$ cat src/rtl/stack_pkg.sv
// Shared types and default sizes for the operand stack: command encodings,
// refill FSM states and default DEPTH/WIDTH.
package stack_pkg;

  localparam int DEFAULT_DEPTH = 32;
  localparam int DEFAULT_WIDTH = 32;

  typedef enum logic [2:0] {
    OP_NOP   = 3'b000,
    OP_PUSH  = 3'b001,
    OP_POP   = 3'b010,
    OP_BINOP = 3'b011,
    OP_UNOP  = 3'b100,
    OP_DUP   = 3'b101,
    OP_SWAP  = 3'b110,
    OP_RSVD  = 3'b111
  } stack_op_t;

  typedef enum logic {
    IDLE = 1'b0,
    FILL = 1'b1
  } stack_state_t;

endpackage

$ cat src/rtl/stack_ram.sv
// Single-port synchronous RAM holding the spilled stack entries below NOS.
// Read data appears one cycle after an enabled read; contents are never reset.
module stack_ram #(
  parameter  int WORDS = 30,
  parameter  int WIDTH = 32,
  localparam int AW    = (WORDS > 1) ? $clog2(WORDS) : 1
) (
  input  logic             clk,
  input  logic             en,
  input  logic             we,
  input  logic [AW-1:0]    addr,
  input  logic [WIDTH-1:0] wdata,
  output logic [WIDTH-1:0] rdata
);

  logic [WIDTH-1:0] mem [WORDS];

  always_ff @(posedge clk) begin
    if (en) begin
      if (we) mem[addr] <= wdata;
      else    rdata     <= mem[addr];
    end
  end

endmodule

$ cat src/rtl/operand_stack.sv
// Operand stack with TOS/NOS cached in registers feeding the ALU and deeper
// entries spilled to stack_ram. DUP/SWAP are enabled by OPSTACK_DUPSWAP_EN.
//
// state | meaning
// IDLE  | accepting commands
// FILL  | refill read in flight, NOS loaded from RAM on exit
module operand_stack
  import stack_pkg::*;
#(
  parameter  int DEPTH     = DEFAULT_DEPTH,
  parameter  int WIDTH     = DEFAULT_WIDTH,
  localparam int DW        = $clog2(DEPTH + 1),
  localparam int RAM_WORDS = DEPTH - 2,
  localparam int AW        = (RAM_WORDS > 1) ? $clog2(RAM_WORDS) : 1
) (
  input  logic             clk,
  input  logic             rst_n,
  input  logic             op_valid,
  input  logic [2:0]       op_code,
  output logic             op_ready,
  input  logic [WIDTH-1:0] push_data,
  input  logic [WIDTH-1:0] alu_result,
  output logic [WIDTH-1:0] operand_a,
  output logic [WIDTH-1:0] operand_b,
  output logic [DW-1:0]    depth,
  output logic             empty,
  output logic             full,
  output logic             overflow,
  output logic             underflow,
  input  logic             err_clr
);

  stack_state_t     state_q, state_d;
  logic [WIDTH-1:0] tos_q, tos_d, nos_q, nos_d;
  logic [DW-1:0]    depth_q, depth_d;
  logic             ovf_q, ovf_d, unf_q, unf_d;

  logic             ram_en, ram_we;
  logic [AW-1:0]    ram_addr;
  logic [WIDTH-1:0] ram_rdata;
  logic [DW-1:0]    depth_m2, depth_m3;

  stack_op_t op;
  logic      is_push, is_pop, is_binop, is_unop, is_dup, is_swap;
  logic      is_empty, is_full, lt_two;

  assign op       = stack_op_t'(op_code);
  assign depth_m2 = depth_q - DW'(2);
  assign depth_m3 = depth_q - DW'(3);
  assign is_empty = (depth_q == '0);
  assign is_full  = (depth_q == DW'(DEPTH));
  assign lt_two   = (depth_q < DW'(2));

  always_comb begin
    is_push  = (op == OP_PUSH);
    is_pop   = (op == OP_POP);
    is_binop = (op == OP_BINOP);
    is_unop  = (op == OP_UNOP);
`ifdef OPSTACK_DUPSWAP_EN
    is_dup   = (op == OP_DUP);
    is_swap  = (op == OP_SWAP);
`else
    is_dup   = 1'b0;
    is_swap  = 1'b0;
`endif
  end

  stack_ram #(
    .WORDS (RAM_WORDS),
    .WIDTH (WIDTH)
  ) u_ram (
    .clk   (clk),
    .en    (ram_en),
    .we    (ram_we),
    .addr  (ram_addr),
    .wdata (nos_q),
    .rdata (ram_rdata)
  );

  always_comb begin
    state_d  = state_q;
    tos_d    = tos_q;
    nos_d    = nos_q;
    depth_d  = depth_q;
    ovf_d    = ovf_q;
    unf_d    = unf_q;
    ram_en   = 1'b0;
    ram_we   = 1'b0;
    ram_addr = '0;

    // a new error in the same cycle overrides the clear below
    if (err_clr) begin
      ovf_d = 1'b0;
      unf_d = 1'b0;
    end

    case (state_q)
      IDLE: begin
        if (op_valid) begin
          if (is_push || is_dup) begin
            if (is_full) begin
              ovf_d = 1'b1;
            end else if (is_dup && is_empty) begin
              unf_d = 1'b1;
            end else begin
              if (!lt_two) begin
                ram_en   = 1'b1;
                ram_we   = 1'b1;
                ram_addr = AW'(depth_m2);
              end
              nos_d   = tos_q;
              tos_d   = is_dup ? tos_q : push_data;
              depth_d = depth_q + DW'(1);
            end
          end else if (is_pop || is_binop) begin
            if (is_pop ? is_empty : lt_two) begin
              unf_d = 1'b1;
            end else begin
              tos_d   = is_pop ? nos_q : alu_result;
              depth_d = depth_q - DW'(1);
              if (depth_q >= DW'(3)) begin
                ram_en   = 1'b1;
                ram_addr = AW'(depth_m3);
                state_d  = FILL;
              end
            end
          end else if (is_unop) begin
            if (is_empty) unf_d = 1'b1;
            else          tos_d = alu_result;
          end else if (is_swap) begin
            if (lt_two) begin
              unf_d = 1'b1;
            end else begin
              tos_d = nos_q;
              nos_d = tos_q;
            end
          end
        end
      end
      FILL: begin
        nos_d   = ram_rdata;
        state_d = IDLE;
      end
    endcase
  end

  always_ff @(posedge clk or negedge rst_n) begin
    if (!rst_n) begin
      state_q <= IDLE;
      tos_q   <= '0;
      nos_q   <= '0;
      depth_q <= '0;
      ovf_q   <= 1'b0;
      unf_q   <= 1'b0;
    end else begin
      state_q <= state_d;
      tos_q   <= tos_d;
      nos_q   <= nos_d;
      depth_q <= depth_d;
      ovf_q   <= ovf_d;
      unf_q   <= unf_d;
    end
  end

  assign op_ready  = (state_q == IDLE);
  assign operand_a = nos_q;
  assign operand_b = tos_q;
  assign depth     = depth_q;
  assign empty     = is_empty;
  assign full      = is_full;
  assign overflow  = ovf_q;
  assign underflow = unf_q;

endmodule
$ cat config.mk
export PLATFORM = sky130hd
export DESIGN_NAME = operand_stack
export DESIGN_NICKNAME = d
export VERILOG_FILES = /design/src/rtl/stack_pkg.sv /design/src/rtl/stack_ram.sv /design/src/rtl/operand_stack.sv
export SDC_FILE = /design/constraint.sdc
export NUM_CORES = 1
export LEC_CHECK = 0
export ABC_CLOCK_PERIOD_IN_PS = 7650
export BUFFER_PORTS_ARGS = -buffer_cell sky130_fd_sc_hd__buf_2
export CAP_MARGIN = 15
export CORE_UTILIZATION = 60
export DETAILED_ROUTE_END_ITERATION = 12
export PLACE_DENSITY_LB_ADDON = 0.1
export RECOVER_POWER = 50
export SLEW_MARGIN = 10
export SYNTH_ARGS = -nofsm -noshare
export SYNTH_HDL_FRONTEND = slang
export SYNTH_SLANG_ARGS = --single-unit
$ cat constraint.sdc
create_clock -name clk -period 7.65 [get_ports clk]
set_input_delay 0.765 -clock clk [delete_from_list [all_inputs] [get_ports clk]]
set_output_delay 0.765 -clock clk [all_outputs]
set_load 0.05 [all_outputs]
Yosys cells after proc, flatten, opt, wreduce, memory -nomap -nowiden

Memories as Yosys holds them, arrays and structs flattened. A register that Yosys moved wholly into a read port is not among the register bits.
Index checks and enable logic that the tools add are counted.

Bits in registers: 73
Bits in latches: 0
RAM bits: 960
Bits in read-only memories: 0
Logic and storage cells: 89
Memories: 1

Memory list:

| name      | depth | width | rd ports | clocked after memory_dff | write ports | line            | RTL |
|---|---|---|---|---|---|---|---|
| u_ram.mem | 30    | 32    | 1        | 1                        | 1           | stack_ram.sv:16 | `logic [WIDTH-1:0] mem [WORDS];` |

Add/sub/neg operators: 4
$mul: 0
Div/mod/pow operators: 0
Magnitude comparators: 2
Equal/unequal tests: 12
Shifts and indexed selects: 0
Multiplexer cells: 54
Bitwise operators: 2
Reduce and logical (&&, ||, !) cells: 8

Operator list:

| kind                | number |
|---|---|
| $mux 32             | 10 |
| $pmux 32 s2         | 1 |
| $mux 5              | 8 |
| $mux 1              | 30 |
| $mux 6              | 4 |
| $sub 5x2->5 const B | 2 |
| $ne 2x2->1 const B  | 4 |
| $add 6x1->6 const B | 1 |
| $eq 3x2->1 const B  | 2 |
| $eq 6x6->1 const B  | 1 |
| $ge 6x2->1 const B  | 1 |
| $logic_not 6->1     | 1 |
| $lt 6x2->1 const B  | 1 |
| $reduce_and 6->1    | 1 |
| $sub 6x1->6 const B | 1 |
| $reduce_and 5->1    | 1 |
| $eq 3x1->1 const B  | 1 |
| $eq 3x3->1 const B  | 1 |
| $ne 3x2->1 const B  | 1 |
| $ne 3x3->1 const B  | 1 |
| $reduce_and 3->1    | 1 |
| $reduce_bool 3->1   | 1 |
| $ne 2x1->1 const B  | 1 |
| $not 1->1           | 2 |
| other kinds (4)     | 4 |

Depth between registers and ports, before layout

Depth in word-level cells: 9
Gate-level depth with buffers: 15

Cells and area by module

A second synthesis with hierarchy kept.

Cells, all modules: 2431
Area, all modules: 41668.7 sq um

Modules (own cells, without submodules):

| module        | instances | cells each | area each (sq um) | seq. area each (sq um) |
|---|---|---|---|---|
| stack_ram     | 1         | 2002       | 37668.6           | 29788.6 |
| operand_stack | 1         | 429        | 4000.1            | 1826.8 |

Least setup slack after synthesis

No wires, ideal clock.

Path kind: reg-to-reg
From: reg depth_q[0] (netlist: depth[0])
To: mem u_ram.mem[13][0] (enable)
Setup time: 0.421 ns
Arrival time: 4.515 ns
Path slack: 2.713 ns
Stages on the path, launching flop included: 14
Cell sequence: dfrtp_1 clkbuf_1 clkbuf_1 inv_1 ha_1 nor2b_1 o311a_1 buf_4 a22o_1 buf_6 buf_2 buf_1 nand3_1 nor2_1

Elaborated cells between the ends (all ways): 29

RTL lines:

| item                   | line                 | RTL |
|---|---|---|
| from (decl)            | operand_stack.sv:35  | `logic [DW-1:0] depth_q, depth_d;` |
| from (signal assigned) | operand_stack.sv:159 | `depth_q <= depth_d;` |
| $sub 5x2->5            | operand_stack.sv:49  | `assign depth_m3 = depth_q - DW'(3);` |
| named net depth_m3[0]  | operand_stack.sv:41  | `logic [DW-1:0] depth_m2, depth_m3;` |
| $mux 5                 | operand_stack.sv:121 | `if (depth_q >= DW'(3)) begin` |
| $mux 5                 | operand_stack.sv:116 | `if (is_pop ? is_empty : lt_two) begin` |
| $mux 5                 | operand_stack.sv:115 | `end else if (is_pop \|\| is_binop) begin` |
| $mux 5                 | operand_stack.sv:100 | `if (is_push \|\| is_dup) begin` |
| $mux 5                 | operand_stack.sv:99  | `if (op_valid) begin` |
| $mux 5                 | operand_stack.sv:97  | `case (state_q)` |
| to (decl)              | stack_ram.sv:16      |  |

The timed path passes the listed nets, and every way through them passes these cells.

Final worst setup path

From: reg depth_q[0] (netlist: depth[0])
To: mem u_ram.mem[1][13] (enable)

The elaborated chain is that of the path after synthesis.

==> run metrics <==
outcome complete, but fails checks; failing checks max-capacitance violations, max-slew violations; register area share after synthesis 0.7378; synthesized flop and latch total 1065; Iteration-0 DRC Markers 3711; die width 269.2 um; Worst-Skew Late Latency 0.66 ns; CP endpoint kind register; Worst Hold Endpoint overflow; drt drc 0; CTS Sinks 1065; Power per Cell Area 336.7 mW/mm^2; vias in the first global route 24961; Synth Area in Simple Gates 0.07145; Worst Hold Depth 2; Arrival @ worst endpoint 6.27 ns; IO Pins 146; post-layout min period 5.926 ns; net switching share of the total power 0.3208; setup slack after placement 1.798 ns; final setup vio count 0; Initial Utilization 0.6088; Total GRT Usage 0.3286; hold_buf cts 0; largest net degree at the start of global routing 151; mux cell area share after synthesis 0.09700; crit share post-route 0.7746; Final Skew 0.02646 ns; worst path required time 7.99 ns; max_cap viols 33; Slew @ Worst Pin 3.984 ns; final instance area 0.04846 sq mm; DP Wirelength 70.32 mm; non-filler cells, final 4032; Worst R2R Setup Slack 1.72 ns; Comb pwr share 0.219; main combinational cell family by area after synthesis multiplexers; VDD IR-drop max 0.5028 mV; Max Clk Rate 168.8 MHz; worst path bufs/invs 2; post-synthesis compound-gate area fraction 0.06692; Avg Vias per Cell 6.563; Synth Instances 2836; CP top delay family simple AND/OR/NAND/NOR gates; post-CTS setup buffer count 0; CTS HTree Levels 3; Slew Limit Fails 1145; Reg clk slew, reported paths 0.06 ns; Placed Cells 3827; P_int 11.08 mW; RSZ-0062 raised after global routing no; Worst Hold Launch err_clr; Setup TNS 0 ns; clock power share 0.317; reg2reg start depth[0]; Crit Path Class reg2reg; post-cts gate resize count 0; Final Hold Vio Count 0; ys flop type edfxtp_1; Distinct cells, synth 67; Row Count 97; slowest stage delay, CP 1.06 ns; synth warn 0; final WL 120.3 mm; Vias 26461; startpoint types register; die extent in y 269.2 um; antenna viol nets, final 0; Slew Limit Headroom -1.656; Hold WC Path Type in2reg; FILL cells 4761; asr flop ratio synth 0.06854; power share of the sequential group 0.464; Mean Syn Cell Area 15.11 sq um; Die Area 0.07249 sq mm; FF-to-FF End u_ram.mem[1][13]; slowest CP cell dfrtp_1; PortBufs 145; total CTS buffers 105; # nets final 3081; worst reg2reg path depth 8; share of cells above drive strength 1 0.1214; adder-cell share of the synthesized area 0.002803; xor and xnor area share after synthesis 0.001635; CTS tree yes; DR pass1 iterations 6; Crit Path Max Fanout 66; Setup WS post-layout 1.724 ns; grt total ovfl 0; Mapped Nets 2916; Root Driver clkbuf_16; core area 0.07039 sq mm; Post-synth EDFFs 992; antenna violations before repair 3; post-DR wirelength/cell 29.83 um; cell-by-cell trace of the critical path inv_1 > ha_1 > nor2b_1 > o311a_1 > a22o_4 > nand3_1 > nor2_4 > buf_4; P_sw 5.233 mW; leakage 18.01 nW; GP Congestion 0.9504; CTS max path bufs 3; Placed Area 0.04503 sq mm; Synth Cell Area 0.04285 sq mm; first-pass GRT wire length 172.0 mm; P&R area growth vs syn 13.08%
## Yosys cell counts (6+ instances only)
| library cell | n | area, sq um |
|---|---|---|
| edfxtp_1 | 992 | 29790 |
| nand2_1 | 410 | 1539 |
| mux2i_1 | 395 | 3954 |
| a21oi_1 | 148 | 740.7 |
| nand3_1 | 124 | 620.6 |
| nor2_1 | 107 | 401.6 |
| clkbuf_1 | 83 | 311.6 |
| dfrtp_1 | 73 | 1827 |
| buf_2 | 57 | 285.3 |
| a22oi_1 | 49 | 367.9 |
| a32oi_1 | 47 | 411.6 |
| o21ai_0 | 40 | 200.2 |
| nand4_1 | 34 | 212.7 |
| buf_4 | 31 | 232.7 |
| a31oi_1 | 26 | 162.7 |
| inv_1 | 23 | 86.33 |
| a221oi_1 | 20 | 175.2 |
| a211oi_1 | 18 | 135.1 |
| mux2_2 | 16 | 180.2 |
| a222oi_1 | 13 | 130.1 |
| a2bb2oi_1 | 11 | 96.34 |
| a21boi_0 | 9 | 67.56 |
| a22o_1 | 8 | 70.07 |
| ha_1 | 8 | 100.1 |
| a2111oi_0 | 7 | 61.31 |
| buf_1 | 6 | 22.52 |
| nor4_1 | 6 | 37.54 |
## area by class of cell
class	count	area [sq um]	share of cell area
antenna	2	5.005	0.0001033
tap	940	1176	0.02427
clock buffer	126	2844	0.05869
inverter	23	86.33	0.001782
timing repair buffer	237	1514	0.03124
clock inverter	70	624.3	0.01288
multi-input combinational	1569	10590	0.2186
sequential	1065	31620	0.6525
## through the flow
stage                     power, mW  hold slack (ns)    util
after global routing          16.74           0.3258  0.6884
after detailed placement      11.20           0.5121  0.6396
after floorplan               9.696           0.4694       -
final                         16.31           0.3299  0.6884
after global placement        11.11           0.4947  0.6368
after CTS                     16.30           0.2458  0.6889
## registers in the layout, summed over array words and instances, names as in the netlist
| name | count |
|---|---|
| overflow | 1 |
| operand_a | 32 |
| u_ram.rdata | 32 |
| depth | 6 |
| u_ram.mem | 960 |
| underflow | 1 |
| state_q | 1 |
| operand_b | 32 |
## power groups by stage
stage	combinational, mW	clock [mW]	sequential [mW]
2_1_floorplan	1.36	0	8.33
3_3_place_gp	3.51	0	7.60
3_5_place_dp	3.58	0	7.62
4_1_cts	3.60	5.20	7.50
5_1_grt	3.73	5.42	7.59
6_report	3.57	5.17	7.57
## worst max path at each step
stage | from | endpoint | slack (ns) | depth (start not counted)
6_report | depth[0] | u_ram.mem[1][13] | 1.72 | 8
3_3_place_gp | depth[0] | u_ram.mem[13][31] | 1.84 | 7
2_1_floorplan | depth[0] | u_ram.mem[13][0] | 2.71 | 13
5_1_grt | depth[0] | u_ram.mem[1][27] | 1.50 | 8
3_5_place_dp | depth[0] | u_ram.mem[21][20] | 1.80 | 7
4_1_cts | depth[0] | u_ram.mem[21][13] | 1.78 | 7
## metal layers
layer / up-vias / routed length, um / GRT usage
met4: 2 / 3271 / 0.09429
met3: 210 / 15740 / 0.06074
li1: 11221 / - / -
met2: 1869 / 54750 / 0.4986
met5: - / 13 / 0
met1: 13159 / 46510 / 0.4905
## cell usage in the layout (no fill, tap or decap), types with 4 or more instances in the layout
master and instances:
a32oi_1 47, a21oi_1 148, nand3_1 124, a2111oi_0 7, mux2_2 16, xor2_1 5
bufinv_16 10, a222oi_1 13, buf_16 7, dfrtp_1 72, buf_2 84, nand2_1 409
o21ai_0 40, a221oi_1 20, a2bb2oi_1 11, ha_1 8, buf_4 41, clkinv_1 25
inv_1 23, clkbuf_16 111, nand4_1 34, edfxtp_1 992, a22o_1 7, clkbuf_1 106
o31ai_1 5, or2_2 4, nor2_1 71, mux2i_1 395, a22oi_1 49, buf_12 12
nor2_4 36, clkinvlp_4 7, a211oi_1 18, clkinv_2 19, nand2b_1 5, a21boi_0 9
nor4_1 6, a31oi_1 25
## worst register-to-register path, cell delays in order, from the launching register on
cell and delay, ns:
dfrtp_1 1.06, inv_1 0.12, ha_1 0.31, nor2b_1 0.21, o311a_1 0.95, a22o_4 0.78, nand3_1 0.84, nor2_4 0.92
buf_4 0.40
## kinds of logic after synthesis
| family | Yosys count |
|---|---|
| flip-flops | 1065 |
| AND/OR/NAND/NOR | 717 |
| AO/OA/AOI/OAI | 423 |
| multiplexers | 412 |
| buffers and inverters | 202 |
| adder cells (fa/ha/maj) | 9 |
| XOR/XNOR | 8 |
(Power assumes the default switching activity.)
